[config.mk]
export PLATFORM = sky130hd
export DESIGN_NAME = rob_commit_buffer_flat
export DESIGN_NICKNAME = d
export VERILOG_FILES = /design/src/rtl/rob_commit_buffer_pkg.sv /design/src/rtl/rob_commit_buffer_if.sv /design/src/rtl/rob_commit_buffer_query_port.sv /design/src/rtl/rob_commit_buffer.sv /design/src/flat_wrapper.sv
export SDC_FILE = /design/constraint.sdc
export NUM_CORES = 1
export LEC_CHECK = 0
export BUFFER_PORTS_ARGS = -buffer_cell sky130_fd_sc_hd__buf_4
export CELL_PAD_IN_SITES_DETAIL_PLACEMENT = 0
export CELL_PAD_IN_SITES_GLOBAL_PLACEMENT = 1
export CORE_MARGIN = 3
export CORE_UTILIZATION = 55
export DETAILED_ROUTE_END_ITERATION = 10
export GPL_ROUTABILITY_DRIVEN = 0
export PLACE_DENSITY_LB_ADDON = 0.1
export SLEW_MARGIN = 10
export SYNTH_ARGS = -nofsm -noshare
export SYNTH_HDL_FRONTEND = slang
export SYNTH_HIERARCHICAL = 1
export SYNTH_SLANG_ARGS = --single-unit
[constraint.sdc]
create_clock -name clk -period 11.2 [get_ports clk]
set_input_delay 2.24 -clock clk [delete_from_list [all_inputs] [get_ports clk]]
set_output_delay 2.24 -clock clk [all_outputs]
set_load 0.02 [all_outputs]
[src/rtl/rob_commit_buffer_pkg.sv]
// Shared constants and types for the reorder/commit buffer.
//   ROB_DATA_WIDTH  : result/value width (Data_Width)
//   ROB_ENTRY_WIDTH : entry index width (ROB_Entry_Width)
//   ROB_DEPTH       : number of entries (ROB_Depth)
//   ROB_REG_WIDTH   : architectural register index width (Reg_Index_Width)
//   REG_NO_LOCK     : regfile lock encoding meaning "no producer in flight"
package rob_commit_buffer_pkg;
  localparam int ROB_DATA_WIDTH  = 32;
  localparam int ROB_ENTRY_WIDTH = 3;
  localparam int ROB_DEPTH       = 2**ROB_ENTRY_WIDTH;
  localparam int ROB_REG_WIDTH   = 5;
  localparam logic [ROB_ENTRY_WIDTH:0] REG_NO_LOCK = '1;

  // One allocation as seen by a consumer tracking program order.
  typedef struct packed {
    logic [ROB_ENTRY_WIDTH-1:0] entry;
    logic [ROB_REG_WIDTH-1:0]   dest;
  } rob_alloc_rec_t;
endpackage

[src/rtl/rob_commit_buffer_if.sv]
// Bundle of all non-clock signals of the commit buffer.
//   alloc_*  : decode allocation handshake (valid/ready, granted entry)
//   cdb_*    : completion writes from the CDB
//   q1_/q2_* : operand lookups from issue
//   commit_* : in-order retire stream to the register file
//   rob_count: occupied entries
// master = decode/CDB/issue/regfile side, slave = the buffer itself.
interface rob_commit_buffer_if #(
  parameter int DATA_WIDTH  = 32,
  parameter int ENTRY_WIDTH = 3,
  parameter int REG_WIDTH   = 5
);
  logic                   alloc_valid;
  logic [REG_WIDTH-1:0]   alloc_dest_reg;
  logic                   alloc_ready;
  logic [ENTRY_WIDTH-1:0] alloc_entry;
  logic                   cdb_write;
  logic [ENTRY_WIDTH-1:0] cdb_entry;
  logic [DATA_WIDTH-1:0]  cdb_value;
  logic [ENTRY_WIDTH-1:0] q1_entry, q2_entry;
  logic                   q1_ready, q2_ready;
  logic [DATA_WIDTH-1:0]  q1_value, q2_value;
  logic                   commit_valid;
  logic [ENTRY_WIDTH-1:0] commit_entry;
  logic [REG_WIDTH-1:0]   commit_reg;
  logic [DATA_WIDTH-1:0]  commit_value;
  logic [ENTRY_WIDTH:0]   rob_count;

  modport master (
    output alloc_valid, alloc_dest_reg, cdb_write, cdb_entry, cdb_value,
           q1_entry, q2_entry,
    input  alloc_ready, alloc_entry, q1_ready, q2_ready, q1_value, q2_value,
           commit_valid, commit_entry, commit_reg, commit_value, rob_count
  );
  modport slave (
    input  alloc_valid, alloc_dest_reg, cdb_write, cdb_entry, cdb_value,
           q1_entry, q2_entry,
    output alloc_ready, alloc_entry, q1_ready, q2_ready, q1_value, q2_value,
           commit_valid, commit_entry, commit_reg, commit_value, rob_count
  );
endinterface

[src/rtl/rob_commit_buffer_query_port.sv]
// One combinational operand lookup port.
//   q_entry            : entry being looked up
//   cdb_write/entry/val: current-cycle CDB result, forwarded if it completes q_entry
//   busy/done/value    : registered entry state
//   q_ready/q_value    : value available / value (0 when not available)
module rob_query_port #(
  parameter int DEPTH       = 8,
  parameter int ENTRY_WIDTH = 3,
  parameter int DATA_WIDTH  = 32
) (
  input  logic [ENTRY_WIDTH-1:0]            q_entry,
  input  logic                              cdb_write,
  input  logic [ENTRY_WIDTH-1:0]            cdb_entry,
  input  logic [DATA_WIDTH-1:0]             cdb_value,
  input  logic [DEPTH-1:0]                  busy,
  input  logic [DEPTH-1:0]                  done,
  input  logic [DEPTH-1:0][DATA_WIDTH-1:0]  value,
  output logic                              q_ready,
  output logic [DATA_WIDTH-1:0]             q_value
);
  always_comb begin
    q_ready = 1'b0;
    q_value = '0;
    // Bypass only for a pending entry; a done entry keeps its first result.
    if (cdb_write && (cdb_entry == q_entry) && busy[q_entry] && !done[q_entry]) begin
      q_ready = 1'b1;
      q_value = cdb_value;
    end else if (busy[q_entry] && done[q_entry]) begin
      q_ready = 1'b1;
      q_value = value[q_entry];
    end
  end
endmodule

[src/rtl/rob_commit_buffer.sv]
// Reorder buffer downstream of the CDB. Decode allocates in program order,
// the CDB completes entries, and completed results retire in order, one per
// cycle. Two lookup ports let issue read results before they commit.
//   clk : rising-edge clock
//   rst : asynchronous active-low reset
//   bus : rob_commit_buffer_if.slave (alloc, cdb, q1/q2, commit, rob_count)
module rob_commit_buffer
  import rob_commit_buffer_pkg::*;
#(
  parameter int DATA_WIDTH  = ROB_DATA_WIDTH,
  parameter int ENTRY_WIDTH = ROB_ENTRY_WIDTH,
  parameter int REG_WIDTH   = ROB_REG_WIDTH
) (
  input  logic clk,
  input  logic rst,
  rob_commit_buffer_if.slave bus
);
  localparam int DEPTH     = 2**ENTRY_WIDTH;
  localparam int NUM_PORTS = 2;
  localparam logic [ENTRY_WIDTH:0] FULL_CNT = (ENTRY_WIDTH+1)'(DEPTH);

  logic [ENTRY_WIDTH-1:0]            head_q, head_d, tail_q, tail_d;
  logic [ENTRY_WIDTH:0]              count_q, count_d;
  logic [DEPTH-1:0]                  busy_q, busy_d, done_q, done_d;
  logic [DEPTH-1:0][REG_WIDTH-1:0]   dest_q, dest_d;
  logic [DEPTH-1:0][DATA_WIDTH-1:0]  value_q, value_d;
  logic                              commit_valid_q, commit_valid_d;
  logic [ENTRY_WIDTH-1:0]            commit_entry_q, commit_entry_d;
  logic [REG_WIDTH-1:0]              commit_reg_q, commit_reg_d;
  logic [DATA_WIDTH-1:0]             commit_value_q, commit_value_d;
  logic                              do_alloc, do_cdb, do_commit;

  always_comb begin
    // Full check uses registered count only: a same-cycle commit never frees a slot early.
    do_alloc  = bus.alloc_valid && (count_q != FULL_CNT);
    do_cdb    = bus.cdb_write && busy_q[bus.cdb_entry] && !done_q[bus.cdb_entry];
    do_commit = busy_q[head_q] && done_q[head_q];

    head_d         = head_q;
    tail_d         = tail_q;
    count_d        = count_q;
    busy_d         = busy_q;
    done_d         = done_q;
    dest_d         = dest_q;
    value_d        = value_q;
    commit_valid_d = do_commit;
    commit_entry_d = commit_entry_q;
    commit_reg_d   = commit_reg_q;
    commit_value_d = commit_value_q;

    if (do_cdb) begin
      value_d[bus.cdb_entry] = bus.cdb_value;
      done_d[bus.cdb_entry]  = 1'b1;
    end

    if (do_commit) begin
      commit_entry_d = head_q;
      commit_reg_d   = dest_q[head_q];
      commit_value_d = value_q[head_q];
      busy_d[head_q] = 1'b0;
      head_d         = head_q + 1'b1;
    end

    // tail can only equal a busy head when full, where alloc is refused,
    // so this never collides with the commit clear above.
    if (do_alloc) begin
      busy_d[tail_q] = 1'b1;
      done_d[tail_q] = 1'b0;
      dest_d[tail_q] = bus.alloc_dest_reg;
      tail_d         = tail_q + 1'b1;
    end

    case ({do_alloc, do_commit})
      2'b10:   count_d = count_q + 1'b1;
      2'b01:   count_d = count_q - 1'b1;
      default: count_d = count_q;
    endcase
  end

  always_ff @(posedge clk or negedge rst) begin
    if (!rst) begin
      head_q         <= '0;
      tail_q         <= '0;
      count_q        <= '0;
      busy_q         <= '0;
      done_q         <= '0;
      commit_valid_q <= 1'b0;
      commit_entry_q <= '0;
      commit_reg_q   <= '0;
      commit_value_q <= '0;
    end else begin
      head_q         <= head_d;
      tail_q         <= tail_d;
      count_q        <= count_d;
      busy_q         <= busy_d;
      done_q         <= done_d;
      commit_valid_q <= commit_valid_d;
      commit_entry_q <= commit_entry_d;
      commit_reg_q   <= commit_reg_d;
      commit_value_q <= commit_value_d;
    end
  end

  // Payload is qualified by busy/done, so it carries no reset.
  always_ff @(posedge clk) begin
    dest_q  <= dest_d;
    value_q <= value_d;
  end

  logic [NUM_PORTS-1:0][ENTRY_WIDTH-1:0] q_entry;
  logic [NUM_PORTS-1:0]                  q_ready;
  logic [NUM_PORTS-1:0][DATA_WIDTH-1:0]  q_value;

  assign q_entry[0] = bus.q1_entry;
  assign q_entry[1] = bus.q2_entry;

  for (genvar p = 0; p < NUM_PORTS; p++) begin : g_qport
    rob_query_port #(
      .DEPTH       (DEPTH),
      .ENTRY_WIDTH (ENTRY_WIDTH),
      .DATA_WIDTH  (DATA_WIDTH)
    ) u_qport (
      .q_entry   (q_entry[p]),
      .cdb_write (bus.cdb_write),
      .cdb_entry (bus.cdb_entry),
      .cdb_value (bus.cdb_value),
      .busy      (busy_q),
      .done      (done_q),
      .value     (value_q),
      .q_ready   (q_ready[p]),
      .q_value   (q_value[p])
    );
  end

  assign bus.q1_ready     = q_ready[0];
  assign bus.q1_value     = q_value[0];
  assign bus.q2_ready     = q_ready[1];
  assign bus.q2_value     = q_value[1];
  assign bus.alloc_ready  = (count_q != FULL_CNT);
  assign bus.alloc_entry  = tail_q;
  assign bus.commit_valid = commit_valid_q;
  assign bus.commit_entry = commit_entry_q;
  assign bus.commit_reg   = commit_reg_q;
  assign bus.commit_value = commit_value_q;
  assign bus.rob_count    = count_q;
endmodule

[src/flat_wrapper.sv]
// flat-port wrapper written by rule: the top's interface ports become plain ports
module rob_commit_buffer_flat import rob_commit_buffer_pkg::*;
#(
  parameter int DATA_WIDTH  = ROB_DATA_WIDTH,
  parameter int ENTRY_WIDTH = ROB_ENTRY_WIDTH,
  parameter int REG_WIDTH   = ROB_REG_WIDTH
)
  (clk, rst, bus_alloc_valid, bus_alloc_dest_reg, bus_cdb_write, bus_cdb_entry, bus_cdb_value, bus_q1_entry, bus_q2_entry, bus_alloc_ready, bus_alloc_entry, bus_q1_ready, bus_q2_ready, bus_q1_value, bus_q2_value, bus_commit_valid, bus_commit_entry, bus_commit_reg, bus_commit_value, bus_rob_count);
  rob_commit_buffer_if #(.DATA_WIDTH(DATA_WIDTH), .ENTRY_WIDTH(ENTRY_WIDTH), .REG_WIDTH(REG_WIDTH)) bus_i ();
  input  logic clk;
  input  logic rst;
  input wire logic [$bits(bus_i.alloc_valid)-1:0] bus_alloc_valid;
  input wire logic [$bits(bus_i.alloc_dest_reg)-1:0] bus_alloc_dest_reg;
  input wire logic [$bits(bus_i.cdb_write)-1:0] bus_cdb_write;
  input wire logic [$bits(bus_i.cdb_entry)-1:0] bus_cdb_entry;
  input wire logic [$bits(bus_i.cdb_value)-1:0] bus_cdb_value;
  input wire logic [$bits(bus_i.q1_entry)-1:0] bus_q1_entry;
  input wire logic [$bits(bus_i.q2_entry)-1:0] bus_q2_entry;
  output wire logic [$bits(bus_i.alloc_ready)-1:0] bus_alloc_ready;
  output wire logic [$bits(bus_i.alloc_entry)-1:0] bus_alloc_entry;
  output wire logic [$bits(bus_i.q1_ready)-1:0] bus_q1_ready;
  output wire logic [$bits(bus_i.q2_ready)-1:0] bus_q2_ready;
  output wire logic [$bits(bus_i.q1_value)-1:0] bus_q1_value;
  output wire logic [$bits(bus_i.q2_value)-1:0] bus_q2_value;
  output wire logic [$bits(bus_i.commit_valid)-1:0] bus_commit_valid;
  output wire logic [$bits(bus_i.commit_entry)-1:0] bus_commit_entry;
  output wire logic [$bits(bus_i.commit_reg)-1:0] bus_commit_reg;
  output wire logic [$bits(bus_i.commit_value)-1:0] bus_commit_value;
  output wire logic [$bits(bus_i.rob_count)-1:0] bus_rob_count;
  assign bus_i.alloc_valid = bus_alloc_valid;
  assign bus_i.alloc_dest_reg = bus_alloc_dest_reg;
  assign bus_i.cdb_write = bus_cdb_write;
  assign bus_i.cdb_entry = bus_cdb_entry;
  assign bus_i.cdb_value = bus_cdb_value;
  assign bus_i.q1_entry = bus_q1_entry;
  assign bus_i.q2_entry = bus_q2_entry;
  assign bus_alloc_ready = bus_i.alloc_ready;
  assign bus_alloc_entry = bus_i.alloc_entry;
  assign bus_q1_ready = bus_i.q1_ready;
  assign bus_q2_ready = bus_i.q2_ready;
  assign bus_q1_value = bus_i.q1_value;
  assign bus_q2_value = bus_i.q2_value;
  assign bus_commit_valid = bus_i.commit_valid;
  assign bus_commit_entry = bus_i.commit_entry;
  assign bus_commit_reg = bus_i.commit_reg;
  assign bus_commit_value = bus_i.commit_value;
  assign bus_rob_count = bus_i.rob_count;
  rob_commit_buffer #(.DATA_WIDTH(DATA_WIDTH), .ENTRY_WIDTH(ENTRY_WIDTH), .REG_WIDTH(REG_WIDTH)) u_core (.clk(clk), .rst(rst), .bus(bus_i));
endmodule
* After elaboration in Yosys (flattened, before gate mapping)
Index checks and enable logic that the tools add are counted.
** Operators by class
- Add/subtract/negate cells :: 4
- Order comparisons :: 8
- Eq/ne operators :: 5
- Multiplexer cells :: 49
- Bitwise gates (word level) :: 6
- Reduce and logical (&&, ||, !) cells :: 19
** Operators by type and width (number)
- $bmux W32 S3 :: 3
- $bwmux W256 :: 1
- $mux W32 :: 8
- $demux W32 S3 :: 1
- $bwmux W40 :: 1
- $mux W8 :: 4
- $bmux W1 S3 :: 8
- $lt A3 B4 Y1 const B :: 5
- $and A8 B8 Y8 :: 2
- $not A8 Y8 :: 2
- $or A8 B8 Y8 :: 2
- $bmux W5 S3 :: 1
- $demux W5 S3 :: 1
- $logic_and A1 B1 Y1 :: 15
- $mux W1 :: 15
- $mux W5 :: 2
- $demux W1 S3 :: 3
- $ge A3 B1 Y1 const B :: 3
- $pmux W4 S2 :: 1
- $add A3 B1 Y3 const B :: 2
- $eq A3 B3 Y1 :: 2
- $add A4 B1 Y4 const B :: 1
- $ne A4 B4 Y1 const B :: 1
- $sub A4 B1 Y4 const B :: 1
- 4 further kinds :: 6
** Storage, ports and cells
- Bits in registers :: 363

* Depth between registers and ports, before layout
Gate-level depths: netlist (run 1).
- Word-level depth :: 9
- Depth in mapped cells :: 13
- Depth with buffers taken out :: 11

* Hierarchy
Netlist (run 1), hierarchy kept.
** By module, submodules not included
- rob_commit_buffer :: instances 1, cells each 828, area an instance 14829.2 um2, sequential area each 10565.1 um2
- rob_query_port :: instances 2, cells each 238, area an instance 2631.3 um2, sequential area each 0.0 um2

* Worst setup path after synthesis (run 1)
Ideal clock, no wire load.
- Kind :: input to register
- Start :: input port bus_cdb_entry[2]
- End :: register u_core/value_q[0] (netlist name), enable pin
- Library setup time :: 0.501 ns
- Arrival time :: 6.060 ns
- Required time :: 10.699 ns
- Path slack :: 4.638 ns
- Cell stages on the path :: 5
- Path buffers :: 1
- Cell sequence :: clkbuf_1 -> mux4_2 -> mux2_2 -> nand3_1 -> nor4_1
** Between the ends
- Word-level cells in the longest chain between the ends :: 4
- Elaborated cells between the ends (all ways) :: 7
** RTL lines
- start, declared :: line flat_wrapper.sv:15 : input wire logic [$bits(bus_i.cdb_entry)-1:0] bus_cdb_entry;
- $bmux W1 S3 :: line rob_commit_buffer.sv:36 : do_cdb = bus.cdb_write && busy_q[bus.cdb_entry] && !done_q[bus.cdb_entry];
- $mux W1 (not written as such) :: line rob_commit_buffer.sv:36
- $logic_and A1 B1 Y1 / $logic_not A1 Y1 (equally long branches) :: line rob_commit_buffer.sv:36
- $logic_and A1 B1 Y1 * :: line rob_commit_buffer.sv:36
- end signal, assigned :: line rob_commit_buffer.sv:107 : value_q <= value_d;
- end, declared :: line rob_commit_buffer.sv:26 : logic [DEPTH-1:0][DATA_WIDTH-1:0] value_q, value_d;
Every way passes the cells marked *; elsewhere a longest branch is shown, timed or not. The select of a mux whose other input is x is not followed.
A chain may end at the register's enable or synchronous reset.

* Worst setup path in the final report (run 1)
- Start :: input port bus_q2_entry[2]
- End :: output port bus_q2_value[1]
** Between the ends
- Word-level cells in the longest chain between the ends :: 5
- Elaborated cells between the ends (all ways) :: 14
** RTL lines
- start, declared :: line flat_wrapper.sv:18 : input wire logic [$bits(bus_i.q2_entry)-1:0] bus_q2_entry;
- $bmux W1 S3 / $eq A3 B3 Y1 (equally long branches) :: line rob_commit_buffer_query_port.sv:25, rob_commit_buffer_query_port.sv:28
- $mux W1 (not written as such) / $logic_and A1 B1 Y1 (equally long branches) :: line rob_commit_buffer_query_port.sv:25, rob_commit_buffer_query_port.sv:28
- $logic_and A1 B1 Y1, or another cell as far along :: line rob_commit_buffer_query_port.sv:28 : end else if (busy[q_entry] && done[q_entry]) begin
- $mux W32 / $logic_and A1 B1 Y1 (equally long branches) :: line rob_commit_buffer_query_port.sv:28, rob_commit_buffer_query_port.sv:25
- $mux W32 * :: line rob_commit_buffer_query_port.sv:25 : if (cdb_write && (cdb_entry == q_entry) && busy[q_entry] && !done[q_entry]) begin
- end, declared :: line flat_wrapper.sv:24 : output wire logic [$bits(bus_i.q2_value)-1:0] bus_q2_value;
Marks and branches as above.

==> summary.md, run 1 <==
| Metric | Value |
|---|---|
| Starting density of the core | `0.561` |
| # Post-CTS Setup Buffers | `0` |
| Number of clock buffers inserted by TritonCTS | `40` |
| Sum of negative setup slack | `0 ps` |
| Area enclosed by the die boundary | `0.0389 mm^2` |
| Area of the multi-input gates | `0.00882 mm^2` |
| Data required time at the worst endpoint | `8960 ps` |
| Number of vias in the routed layout | `13700` |
| Number of warning messages in the yosys log | `6` |
| Worst Hold Class | `register to register` |
| Clock sink total | `363` |
| Post-synthesis adder-cell area fraction | `0.00311` |
| Growth of design area from synthesis to finish | `13.6%` |
| Number of buffer cells added on primary ports | `164` |
| CP max stage cell | `sky130_fd_sc_hd__buf_4` |
| Outcome | `complete, no violations` |
| Leakage power total | `7.61 nW` |
| Die height | `197 um` |
| Cell internal pwr | `3.44 mW` |
| Number of routed nets with antenna violations | `0` |
| Residual DRC | `0` |
| Clock Pin Slew Worst Setup and Hold Paths | `60 ps` |
| Post-synth EDFFs | `296` |
| Ant. Diodes | `0` |
| Worst slack on hold paths | `486 ps` |
| Net switching power | `2.10 mW` |
| Number of flip-flops under the largest register name | `256` |
| Post-Synth Simple-Gate Area | `0.0608` |
| Total power per unit cell area | `243 mW/mm^2` |
| Worst-skew pair later-pin latency | `540 ps` |
| Main synth FF type | `sky130_fd_sc_hd__edfxtp_1` |
| Area post-placement | `0.0215 mm^2` |
| Mux cell area share after synthesis | `0.281` |
| Remaining max-slew budget at the tightest pin | `0.219` |
| Largest incremental delay on the critical path | `850 ps` |
| Most repeated cell in the gate-level netlist after synthesis | `sky130_fd_sc_hd__edfxtp_1` |
| Number of setup violations in the final report | `0` |
| Highest attainable clock frequency | `139 MHz` |
| Transition time at the pin with the least slew margin | `1170 ps` |
| Most frequent cell on the critical path | `sky130_fd_sc_hd__buf_4` |
| Detailed Route Iter0 Violations | `1377` |
| Routed via count divided by cell count | `7.21` |
| Overall Global Routing Usage | `0.304` |
| VDD IR-drop max | `0.000206 V` |
| Final Skew | `19.5 ps` |
| Proportion of layout cells with a drive suffix above 1 | `0.392` |
| Share of the clock period used by the worst path after layout | `0.640` |
| Number of inserted filler cells in the final layout | `2593` |
| Area share of xor/xnor cells in the synthesized design | `0.00567` |
| Number of distinct standard cells referenced by the synthesized netlist | `51` |
| Clk buf depth | `3` |
| Crit path DAT | `4930 ps` |
| Cell type with the largest total area after synthesis | `sky130_fd_sc_hd__edfxtp_1` |
| Die outline width | `197 um` |
| # hold bufs at CTS | `0` |
| Sequential cell area | `0.0106 mm^2` |
| Class of the most critical setup path | `input port to output pin` |
| Cts repair resizes | `0` |
| Logic pwr share | `0.411` |
| Total Routed Length | `59100 um` |
| Pre-CTS setup slack | `4080 ps` |
| Crit path buf inv count | `3` |
| Area share of the largest cell type after synthesis | `0.442` |
| Net count reported at finish | `1462` |
| Maximum capacitance violations | `0` |
| Core Util, Final | `0.637` |
| Cell types occupying the most area after synthesis | `sky130_fd_sc_hd__edfxtp_1 (44%), sky130_fd_sc_hd__mux4_2 (24%), sky130_fd_sc_hd__dfrtp_1 (8.3%), sky130_fd_sc_hd__mux2_2 (3.9%), sky130_fd_sc_hd__nand3_1 (2.8%)` |
| Clock network fraction of total power | `0.244` |
| Complex-gate fraction of the synthesized area | `0.0837` |
| Area of the core | `0.0358 mm^2` |
| Reg with most FFs | `u_core/value_q` |
| Largest net degree at the start of global routing | `83` |
| Proportion of synthesized flip-flops having asynchronous set or reset | `0.185` |
| Number of detailed-route iterations in the first pass | `5` |
| Synth Cell Area | `0.0201 mm^2` |
| Synthesized area per cell | `15.4 um^2` |
| Number of instances in the synthesized netlist | `1304` |
| Fin worst setup slack | `4030 ps` |
| Seq pwr share | `0.345` |
| Fin area | `0.0228 mm^2` |
| Largest fanout on the critical path | `69` |
| Vias in the first global route | `13900` |
| Clock H-tree levels | `2` |
| First-pass GRT wire length | `87700 um` |
| Detail Placement HPWL | `33400 um` |
| TritonCTS clock tree | `built` |
| Proportion of synthesized chip area in sequential cells | `0.526` |
| WL/cell | `31.1 um` |
| CP Cell Sequence | `buf_4, mux4_2, mux2i_4, buf_4, nand3_1, a21oi_1, buf_4` |
| Number of placement rows | `69` |
| Top cell types by occurrence after synthesis | `sky130_fd_sc_hd__edfxtp_1 (296), sky130_fd_sc_hd__mux4_2 (212), sky130_fd_sc_hd__nand3_1 (114)` |
| Dominant combinational cell family by area after synthesis | `multiplexers` |
| Total gr overflow | `0` |
| Kind of start point of the critical path | `input port` |
| Unrepaired setup endpoints after global routing | `no` |
| Root buffer selected by CTS | `sky130_fd_sc_hd__clkbuf_16` |
| Kind of cell adding the most delay to the critical path | `buffers and inverters` |
| Final Hold Fails | `0` |
| Register bit count reported by yosys | `363` |
| Count of final max-slew check failures | `0` |
| Initial antenna violation count | `0` |
| Number of top-level design ports | `165` |
| Mapped Nets | `1359` |
| Sw Share | `0.380` |
| Post-layout min period | `7170 ps` |
| Crit path capture type | `output pin` |
==> cell families (layout without fill, tap and decap cells) <==
logic type,Yosys count,count (layout)
flops,363,363
mux,288,288
simple gates,252,252
compound gates,244,244
buf+inv,139,274
xor+xnor,13,13
fa+ha+maj,5,5
==> final cells by class <==
class	count	share of cell area
inverter	3	0.000493
clock inverter	23	0.0122
sequential	363	0.463
timing repair buffer	197	0.0648
tap	461	0.0253
clock buffer	51	0.0475
multi-input combinational	802	0.386
==> metrics by stage <==
| step | instances | total power, mW |
|---|---|---|
| after floorplan | 1304 | 3.43 |
| after global placement | 1826 | 4.16 |
| after detailed placement | 1826 | 4.19 |
| after CTS | 1900 | 5.54 |
| after global routing | 1900 | 5.79 |
| final | 1900 | 5.54 |
==> metal layers <==
metal	part of all wire	track usage	vias up
met4	0.033	0.104	0
met3	0.097	0.0496	134
li1	-	-	5639
met1	0.38	0.417	7095
met5	0	0	-
met2	0.49	0.505	837
==> power by group through the flow <==
| stage | Clock, mW | Sequential (mW) | Combinational, mW |
|---|---|---|---|
| final | 1.35 | 1.91 | 2.28 |
| after CTS | 1.37 | 1.90 | 2.27 |
| after global placement | 0 | 1.92 | 2.24 |
| after floorplan | 0 | 1.90 | 1.52 |
| after global routing | 1.43 | 1.93 | 2.43 |
| after detailed placement | 0 | 1.93 | 2.26 |
==> placed cells by master, fill, tap and decap left out, types with 5 or more instances in the layout <==
cell type,n
sky130_fd_sc_hd__o41a_1,37
sky130_fd_sc_hd__nor3_2,6
sky130_fd_sc_hd__xnor2_1,9
sky130_fd_sc_hd__dfrtp_1,64
sky130_fd_sc_hd__nor2_1,25
sky130_fd_sc_hd__nand2_1,75
sky130_fd_sc_hd__edfxtp_1,296
sky130_fd_sc_hd__buf_4,197
sky130_fd_sc_hd__a21o_1,8
sky130_fd_sc_hd__a211oi_1,37
sky130_fd_sc_hd__mux2_2,70
sky130_fd_sc_hd__nand2b_1,5
sky130_fd_sc_hd__bufinv_16,6
sky130_fd_sc_hd__a21oi_1,68
sky130_fd_sc_hd__mux4_2,212
sky130_fd_sc_hd__clkinv_1,8
sky130_fd_sc_hd__ha_1,5
sky130_fd_sc_hd__a41oi_1,6
sky130_fd_sc_hd__o21ai_0,38
sky130_fd_sc_hd__a31oi_1,38
sky130_fd_sc_hd__clkbuf_1,8
sky130_fd_sc_hd__clkbuf_16,41
sky130_fd_sc_hd__nand3_1,114
==> final timing paths <==
path | from | end | slack, ps | cells past startpoint
worst max-delay path | bus_q2_entry[2] | bus_q2_value[1] | 4030 | 7
worst min-delay path | u_core/bus.rob_count[3] | u_core/bus.rob_count[3] | 490 | 1
worst max register to register | u_core/head_q[2] | u_core/bus.rob_count[2] | 6970 | 12
worst min register to register | u_core/bus.rob_count[3] | u_core/bus.rob_count[3] | 490 | 1
max in group asynchronous | rst | u_core/head_q[2] | 8390 | 2
min in group asynchronous | rst | u_core/bus.rob_count[0] | 1500 | 1
Power figures use the tool's default switching activity.
==> run 2: changes to the inputs <==
--- a/config.mk
+++ b/config.mk
@@ -9,7 +9,7 @@
 export CELL_PAD_IN_SITES_DETAIL_PLACEMENT = 0
 export CELL_PAD_IN_SITES_GLOBAL_PLACEMENT = 1
 export CORE_MARGIN = 3
-export CORE_UTILIZATION = 55
+export CORE_UTILIZATION = 51
 export DETAILED_ROUTE_END_ITERATION = 10
 export GPL_ROUTABILITY_DRIVEN = 0
 export PLACE_DENSITY_LB_ADDON = 0.1
==> constraint.sdc (replaced) <==
create_clock -name clk -period 7.4 [get_ports clk]
set_input_delay 1.48 -clock clk [delete_from_list [all_inputs] [get_ports clk]]
set_output_delay 1.48 -clock clk [all_outputs]
set_load 0.02 [all_outputs]
==> run 2 against run 1 <==
Clock-buffer cell count up 5. Sequential power up 53%. Sequential share of layout area down 0.17 points. Hold slack better by 0.84 ps. Clock power up 48%. Flip-flop and latch count unchanged. First-iteration DRC count up 22%. Clock skew up 3.4 ps.
==> summary.md, run 2 (synthesized netlist as in run 1, its figures left out) <==
| Metric | Value |
|---|---|
| Largest fanout on the critical path | `41` |
| Clock Pin Slew Worst Setup and Hold Paths | `50 ps` |
| Data required time at the worst endpoint | `5920 ps` |
| Number of flip-flops under the largest register name | `256` |
| Count of non-filler cells in the finished layout | `1964` |
| Area of the core | `0.0388 mm^2` |
| Pre-CTS setup slack | `1720 ps` |
| Unrepaired setup endpoints after global routing | `no` |
| # Post-CTS Setup Buffers | `0` |
| Die height | `204 um` |
| Number of buffer cells added on primary ports | `164` |
| Number of setup violations in the final report | `0` |
| Worst slack on hold paths | `487 ps` |
| Count of final max-slew check failures | `0` |
| Final Skew | `22.9 ps` |
| Beginning of the worst register-to-register path | `u_core/head_q[0]` |
| Crit path capture type | `output pin` |
| Clock H-tree levels | `2` |
| Number of vias in the routed layout | `13700` |
| Worst hold path startpoint | `u_core/bus.rob_count[3]` |
| Launching instance or port of the critical path | `bus_q2_entry[2]` |
| Number of routed nets with antenna violations | `0` |
| Detailed Route Iter0 Violations | `1674` |
| Kind of start point of the critical path | `input port` |
| Growth of design area from synthesis to finish | `14.0%` |
| Total Routed Length | `60000 um` |
| Starting density of the core | `0.517` |
| Initial antenna violation count | `0` |
| Ant. Diodes | `0` |
| Routed via count divided by cell count | `6.98` |
| Area enclosed by the die boundary | `0.0418 mm^2` |
| Transition time at the pin with the least slew margin | `1220 ps` |
| # hold bufs at CTS | `0` |
| Number of detailed-route iterations in the first pass | `5` |
| Most common cell after layout, fill and taps aside | `sky130_fd_sc_hd__edfxtp_1` |
| Crit path DAT | `4270 ps` |
| Number of top-level design ports | `165` |
| Clock sink total | `363` |
| Reg with most FFs | `u_core/value_q` |
| VDD IR-drop max | `0.000222 V` |
| Number of clock buffers inserted by TritonCTS | `40` |
| Remaining max-slew budget at the tightest pin | `0.188` |
| Fin worst setup slack | `1650 ps` |
| Outcome | `complete, no violations` |
| Root buffer selected by CTS | `sky130_fd_sc_hd__clkbuf_16` |
| Detail Placement HPWL | `35300 um` |
| Leakage power total | `7.63 nW` |
| WL/cell | `30.6 um` |
| Overall Global Routing Usage | `0.290` |
| Maximum capacitance violations | `0` |
| Worst-skew pair later-pin latency | `560 ps` |
| Net count reported at finish | `1471` |
| Worst Hold Class | `register to register` |
| Class of the most critical setup path | `input port to output pin` |
| Clk buf depth | `3` |
| Final Hold Fails | `0` |
| Residual DRC | `0` |
| Proportion of layout cells with a drive suffix above 1 | `0.395` |
| Post-placement cell count | `1892` |
| Cts repair resizes | `0` |
| Highest attainable clock frequency | `174 MHz` |
| Die outline width | `204 um` |
| Number of inserted filler cells in the final layout | `3015` |
| Number of placement rows | `72` |
| Vias in the first global route | `13700` |
| Share of the clock period used by the worst path after layout | `0.778` |
| Total gr overflow | `0` |
| First-pass GRT wire length | `88700 um` |
| Largest net degree at the start of global routing | `83` |
| TritonCTS clock tree | `built` |
| Highest-count cells in the layout ignoring fill and taps | `sky130_fd_sc_hd__edfxtp_1 (296), sky130_fd_sc_hd__mux4_2 (212), sky130_fd_sc_hd__buf_4 (206)` |
| Post-layout min period | `5750 ps` |
| Total power per unit cell area | `366 mW/mm^2` |
| Sum of negative setup slack | `0 ps` |
run 2: cell types whose count changed in the layout (fill, tap and decap cells not counted):
cell | previous run | this run
sky130_fd_sc_hd__inv_6 | 3 | 0
sky130_fd_sc_hd__bufinv_16 | 6 | 5
sky130_fd_sc_hd__clkinv_4 | 1 | 0
sky130_fd_sc_hd__clkbuf_1 | 8 | 13
sky130_fd_sc_hd__clkinv_2 | 2 | 6
sky130_fd_sc_hd__buf_4 | 197 | 206
sky130_fd_sc_hd__clkinvlp_4 | 3 | 2
sky130_fd_sc_hd__clkinv_1 | 8 | 3
run 2: power by group:
| part | internal, mW | switching, mW |
|---|---|---|
| Sequential | 2.51 | 0.417 |
| Clock | 1.21 | 0.789 |
| Combinational | 1.45 | 1.99 |
run 2: worst max-delay path, cell delays in order:
cell and delay, ps:
sky130_fd_sc_hd__buf_4 520, sky130_fd_sc_hd__buf_4 560, sky130_fd_sc_hd__xnor2_1 170, sky130_fd_sc_hd__and4_1 560, sky130_fd_sc_hd__buf_4 460, sky130_fd_sc_hd__nand3_1 120
sky130_fd_sc_hd__a21oi_1 200, sky130_fd_sc_hd__buf_4 160
run 2: worst paths after layout:
path | to | cells after the start | slack, ps
min | u_core/bus.rob_count[3] | 1 | 490
min in group asynchronous | u_core/bus.rob_count[1] | 1 | 820
max reg2reg | u_core/bus.rob_count[2] | 12 | 3220
min reg2reg | u_core/bus.rob_count[3] | 1 | 490
max in group asynchronous | u_core/head_q[0] | 2 | 5340
max | bus_q2_value[16] | 8 | 1650
run 2: layout make-up:
type | count | area [um^2] | share of cell area
Sequential cell | 363 | 10600 | 0.462
Multi-Input combinational cell | 802 | 8820 | 0.385
Timing Repair Buffer | 206 | 1550 | 0.0675
Clock buffer | 56 | 1100 | 0.0481
Tap cell | 518 | 648 | 0.0283
Clock inverter | 16 | 206 | 0.00901
Inverter | 3 | 11.3 | 0.000492
run 2: per-layer routing:
metal  GRT usage  vias to the layer above  routed length [um]  share of wire
met3      0.0564                      113                6300           0.10
li1            -                     5651                   -              -
met1       0.396                     7108               22700           0.38
met4       0.112                        0                2050          0.034
met5           0                        -                   0              0
met2       0.468                      844               29000           0.48
run 2: metrics by stage:
| step | utilization | power, mW | instance area (um^2) |
|---|---|---|---|
| after floorplan | - | 5.19 | 20100 |
| after global placement | 0.556 | 6.34 | 21600 |
| after detailed placement | 0.556 | 6.39 | 21600 |
| after CTS | 0.590 | 8.39 | 22900 |
| after global routing | 0.590 | 8.78 | 22900 |
| final | 0.590 | 8.38 | 22900 |
